$ cat config.mk
export PLATFORM = sky130hd
export DESIGN_NAME = ms_pulse_countdown
export DESIGN_NICKNAME = d
export VERILOG_FILES = /design/src/rtl/ms_pulse_countdown.sv
export SDC_FILE = /design/constraint.sdc
export NUM_CORES = 1
export LEC_CHECK = 0
export CELL_PAD_IN_SITES_DETAIL_PLACEMENT = 1
export CELL_PAD_IN_SITES_GLOBAL_PLACEMENT = 2
export CORE_MARGIN = 8
export CORE_UTILIZATION = 40
export DETAILED_ROUTE_END_ITERATION = 7
export DONT_BUFFER_PORTS = 1
export HOLD_SLACK_MARGIN = 0.08
export PLACE_DENSITY = 0.79
export SLEW_MARGIN = 20
export SYNTH_ARGS = -nofsm -noshare
export SYNTH_HDL_FRONTEND = slang
export SYNTH_SLANG_ARGS = --single-unit
$ cat constraint.sdc
create_clock -name clk -period 4.92 [get_ports clk]
set_clock_uncertainty 0.2 [all_clocks]
set_input_delay 1.476 -clock clk [delete_from_list [all_inputs] [get_ports clk]]
set_output_delay 1.476 -clock clk [all_outputs]
set_load 0.01 [all_outputs]
$ cat src/rtl/ms_pulse_countdown.sv
// ============================================================================
// Module  : ms_pulse_countdown
// Purpose : Counts 1 ms ticks into seconds and counts a BCD game timer down
//           from a loaded 00-99 value. Optional macro TENTHS_DIGIT_EN adds
//           a tenths-of-a-second digit.
// Revision: 1.0 - initial release
// ============================================================================
`default_nettype none

module ms_pulse_countdown #(
    parameter int MS_PER_SEC = 1000,
    parameter int MS_CNT_W   = 10
) (
    input  logic       clk,
    input  logic       rst,
    input  logic       load,
    input  logic [3:0] startTens,
    input  logic [3:0] startOnes,
    input  logic       start,
    input  logic       pause,
    input  logic       msPulse,
    output logic       timerEnable,
    output logic [3:0] secTens,
    output logic [3:0] secOnes,
    output logic       running,
    output logic       done
`ifdef TENTHS_DIGIT_EN
    ,
    output logic [3:0] tenths
`endif
);

`ifdef TENTHS_DIGIT_EN
    localparam int TICKS_PER_STEP = MS_PER_SEC / 10;
`else
    localparam int TICKS_PER_STEP = MS_PER_SEC;
`endif
    localparam logic [MS_CNT_W-1:0] C_LAST_TICK = MS_CNT_W'(TICKS_PER_STEP - 1);

    typedef enum logic [1:0] {
        IDLE  = 2'd0,
        RUN   = 2'd1,
        PAUSE = 2'd2,
        DONE  = 2'd3
    } state_t;

    state_t              state_q, state_d;
    logic [MS_CNT_W-1:0] ms_cnt_q, ms_cnt_d;
    logic [3:0]          tens_q, tens_d;
    logic [3:0]          ones_q, ones_d;
    logic                timer_en_q, timer_en_d;
    logic                running_q, running_d;
    logic                done_q, done_d;
    logic                step;
    logic                time_zero;
`ifdef TENTHS_DIGIT_EN
    logic [3:0]          tenths_q, tenths_d;
`endif

    function automatic logic [3:0] clamp_bcd(input logic [3:0] d);
        return (d > 4'd9) ? 4'd9 : d;
    endfunction

    always_comb begin
        state_d  = state_q;
        ms_cnt_d = ms_cnt_q;
        tens_d   = tens_q;
        ones_d   = ones_q;
        done_d   = 1'b0;
        step     = 1'b0;
`ifdef TENTHS_DIGIT_EN
        tenths_d  = tenths_q;
        time_zero = (tens_q == 4'd0) && (ones_q == 4'd0) && (tenths_q == 4'd0);
`else
        time_zero = (tens_q == 4'd0) && (ones_q == 4'd0);
`endif

        if (load) begin
            tens_d   = clamp_bcd(startTens);
            ones_d   = clamp_bcd(startOnes);
            ms_cnt_d = '0;
            state_d  = IDLE;
`ifdef TENTHS_DIGIT_EN
            tenths_d = 4'd0;
`endif
        end else begin
            case (state_q)
                IDLE: begin
                    if (!pause && start) begin
                        if (time_zero) begin
                            state_d = DONE;
                            done_d  = 1'b1;
                        end else begin
                            state_d = RUN;
                        end
                    end
                end
                RUN: begin
                    // A tick arriving with pause is still counted
                    if (msPulse) begin
                        if (ms_cnt_q == C_LAST_TICK) begin
                            ms_cnt_d = '0;
                            step     = 1'b1;
                        end else begin
                            ms_cnt_d = ms_cnt_q + 1'b1;
                        end
                    end
                    if (pause) begin
                        state_d = PAUSE;
                    end
                    if (step) begin
`ifdef TENTHS_DIGIT_EN
                        if (tenths_q == 4'd0) begin
                            tenths_d = 4'd9;
                            if (ones_q == 4'd0) begin
                                ones_d = 4'd9;
                                tens_d = tens_q - 4'd1;
                            end else begin
                                ones_d = ones_q - 4'd1;
                            end
                        end else begin
                            tenths_d = tenths_q - 4'd1;
                        end
                        if ((tens_d == 4'd0) && (ones_d == 4'd0) && (tenths_d == 4'd0)) begin
                            state_d = DONE;
                            done_d  = 1'b1;
                        end
`else
                        if (ones_q == 4'd0) begin
                            ones_d = 4'd9;
                            tens_d = tens_q - 4'd1;
                        end else begin
                            ones_d = ones_q - 4'd1;
                        end
                        if ((tens_d == 4'd0) && (ones_d == 4'd0)) begin
                            state_d = DONE;
                            done_d  = 1'b1;
                        end
`endif
                    end
                end
                PAUSE: begin
                    if (start && !pause) begin
                        state_d = RUN;
                    end
                end
                default: begin
                    state_d = DONE;
                end
            endcase
        end

        timer_en_d = (state_d == RUN);
        running_d  = (state_d == RUN);
    end

    always_ff @(posedge clk or posedge rst) begin
        if (rst) begin
            state_q    <= IDLE;
            ms_cnt_q   <= '0;
            tens_q     <= 4'd0;
            ones_q     <= 4'd0;
            timer_en_q <= 1'b0;
            running_q  <= 1'b0;
            done_q     <= 1'b0;
`ifdef TENTHS_DIGIT_EN
            tenths_q   <= 4'd0;
`endif
        end else begin
            state_q    <= state_d;
            ms_cnt_q   <= ms_cnt_d;
            tens_q     <= tens_d;
            ones_q     <= ones_d;
            timer_en_q <= timer_en_d;
            running_q  <= running_d;
            done_q     <= done_d;
`ifdef TENTHS_DIGIT_EN
            tenths_q   <= tenths_d;
`endif
        end
    end

    assign timerEnable = timer_en_q;
    assign secTens     = tens_q;
    assign secOnes     = ones_q;
    assign running     = running_q;
    assign done        = done_q;
`ifdef TENTHS_DIGIT_EN
    assign tenths      = tenths_q;
`endif

endmodule

`default_nettype wire

==> run summary <==
status - finished clean
P_leak - 0.504 nW
CTS buffer count - 3
Post-Place Setup Slack - 1.73 ns
compound-gate portion of the synthesized area - 17.6%
Final #Nets - 171
clock slew at reported path FFs - 0.12 ns
Synth Area in Adders - 2.66%
Max Root-Sink Buffers - 2
maxcap violations - 0
Die X - 75.4 um
RR Startpoint - ms_cnt_q[0]
Syn Area/Cell - 9.05 um^2
peak supply drop - 0.0741 mV
xor/xnor share of the synthesized area - 2.48%
reg2reg setup slack - 2.26 ns
clk_lat worst skew - 0.31 ns
Cells after Synth - 156
minimum clock period - 2.89 ns
Ports - 25
Via Count - 1,216
post-layout power - 0.350 mW
Synth area leaders - dfrtp_1 (39%), a21oi_1 (3.5%), a31oi_1 (3.5%), nand3_1 (3.5%), o21ai_0 (3.2%)
Avg WL per Cell - 19.2 um
Reg2Reg Depth - 5
Hold Path Class - flip-flop to flip-flop
Synthesis Warnings - 0
post-synthesis mux area share - 2.13%
setup ws final - 2.03 ns
Worst EP required - 4.95 ns
cell row count - 21
most common cell after layout, fill and taps aside - dfrtp_1
crit path DAT - 2.93 ns
EDFF count, synth - 0
Pre-antenna DRT Iters - 4
Final Core Density - 43.4%
max incr delay on CP - 0.53 ns
final hold vios - 0
Final Non-Filler Cells - 198
slowest library cell on the worst path - or4_4
vias per std cell - 6.14
CTS root buf - clkbuf_4
fmax - 346 MHz
Post-synth top flop - dfrtp_1
TritonCTS clock tree - built
Syn Nets - 173
core area - 3360 um^2
Worst Hold Depth - 1
most frequent cells in the layout - dfrtp_1 (22), nand3_1 (10), nand2_1 (10), a21oi_1 (10), o21ai_0 (9)
grt total ovfl - 0
Buffers on Ports - 0
RD Place Congestion - 0.759
drt first-iter violations - 53
DR DRC count - 0
top cell type's share of synthesized area - 39.0%
fill cell count - 423
# hold bufs at CTS - 0
Post-Route WL - 3790 um
diode count - 0
register area share after synthesis - 39.0%
HPWL after DPL - 2790 um
final max-slew violation count - 0
vias in the first global route - 1,320
placed insts - 195
Critical Path, Cell by Cell - nand4b_1, or4_4, or4b_1, a31oi_1
Top Family by Delay on Critical Path - simple AND/OR/NAND/NOR gates
Total Routing Usage GR - 14.8%
Post-CTS Resized - 0
fraction of layout cells with a size suffix above 1 - 6.58%
PwrDens - 240 nW/um^2
ys async rst share - 100%
hold endpoint - ms_cnt_q[7]
Final setup viols - 0
synthesized cell area - 1410 um^2
final worst-path cycle share - 58.8%
Initial Util - 42.0%
Yosys reg bits - 22
buffers plus inverters on the worst setup path - 0
largest net degree at the start of global routing - 23
startpoint types - input port
Layout area overhead - 3.37%
Yosys top cell by area - dfrtp_1
unrepaired setup endpoints after global routing - no
simple-gate share of the synthesized area - 31.9%
measured slew at the worst slew-check pin - 0.870 ns
worst hold path startpoint - ms_cnt_q[7]
largest family of logic cells by synthesized area - simple AND/OR/NAND/NOR gates
Die ar. - 5690 um^2
initial antenna violation count - 0
buffer count from post-CTS setup fixing - 0
Yosys cell types - 49
reg-to-reg endpoint - secOnes[2]
first-pass GRT wire length - 6590 um
final setup TNS - 0 ns
Clock H-tree levels - 1
clk sink count - 22
Chip Height - 75.4 um
relative slew slack - 41.9%
Crit Path Max Fanout - 6
Setup CP Type - input port to flip-flop
CP Capture Type - flip-flop
Final ANT Viol Nets - 0
-- worst max-delay path by stage --
stage	slack (ns)	to	start	cells past startpoint
after detailed placement	1.73	secOnes[2]	msPulse	4
after global placement	1.78	secOnes[2]	msPulse	4
after CTS	2.05	secOnes[2]	msPulse	4
after floorplan	1.87	secOnes[2]	msPulse	4
after global routing	1.98	secOnes[2]	msPulse	4
final	2.03	secOnes[2]	msPulse	4
-- stage by stage --
step	cell area [um^2]	hold slack (ns)
final	1460	0.391
after CTS	1460	0.388
after global routing	1460	0.426
after floorplan	1410	0.311
after global placement	1440	0.348
after detailed placement	1440	0.371
-- logic make-up (layout without fill, tap and decap cells) --
| kind of cell | after synthesis | after routing |
|---|---|---|
| AO/OA/AOI/OAI | 40 | 40 |
| XOR/XNOR | 4 | 4 |
| adder cells (fa/ha/maj) | 3 | 3 |
| buffers and inverters | 14 | 10 |
| flip-flops | 22 | 22 |
| multiplexers | 3 | 3 |
| AND/OR/NAND/NOR | 70 | 70 |
-- report_power, final --
group | switching, mW | internal [mW] | total, mW
Combinational | 0.0242 | 0.0197 | 0.0439
Clock | 0.0560 | 0.0285 | 0.0845
Sequential | 0.0293 | 0.193 | 0.222
-- per-layer routing --
layer	wire (um)	global-route usage (%)	up-vias
li1	-	-	591
met1	1840	19.5	600
met2	1700	23.1	23
met3	235	4.34	2
met4	18	3.20	0
met5	0	0	-
-- synthesized netlist by cell type (2+ instances only) --
master and instances:
nor3_1 2, inv_1 6, nor4_1 7, or4b_2 2, clkbuf_1 3, nor2_1 8, nand4b_1 2, nor2b_1 6
nand2_1 10, dfrtp_1 22, a311oi_1 3, nand3_1 10, xor2_1 3, or4_1 3, o211ai_1 2, o21ai_0 9
nand4_1 5, ha_1 3, mux2i_1 3, nand3b_1 2, a21oi_1 10, a31oi_1 8
-- registers in the layout, indices dropped and copies added, names as in the netlist --
| register | count |
|---|---|
| ms_cnt_q | 10 |
| secOnes | 4 |
| secTens | 4 |
| state_q | 2 |
| done | 1 |
| running | 1 |
-- layout make-up --
type                            instances  area, um^2  area share [%]
Clock buffer                            3        22.5            1.54
Multi-Input combinational cell        120         802            55.0
Sequential cell                        22         551            37.7
Inverter                                7        26.3            1.80
Tap cell                               46        57.6            3.95
Note: power is estimated with default switching activity, not from simulation.
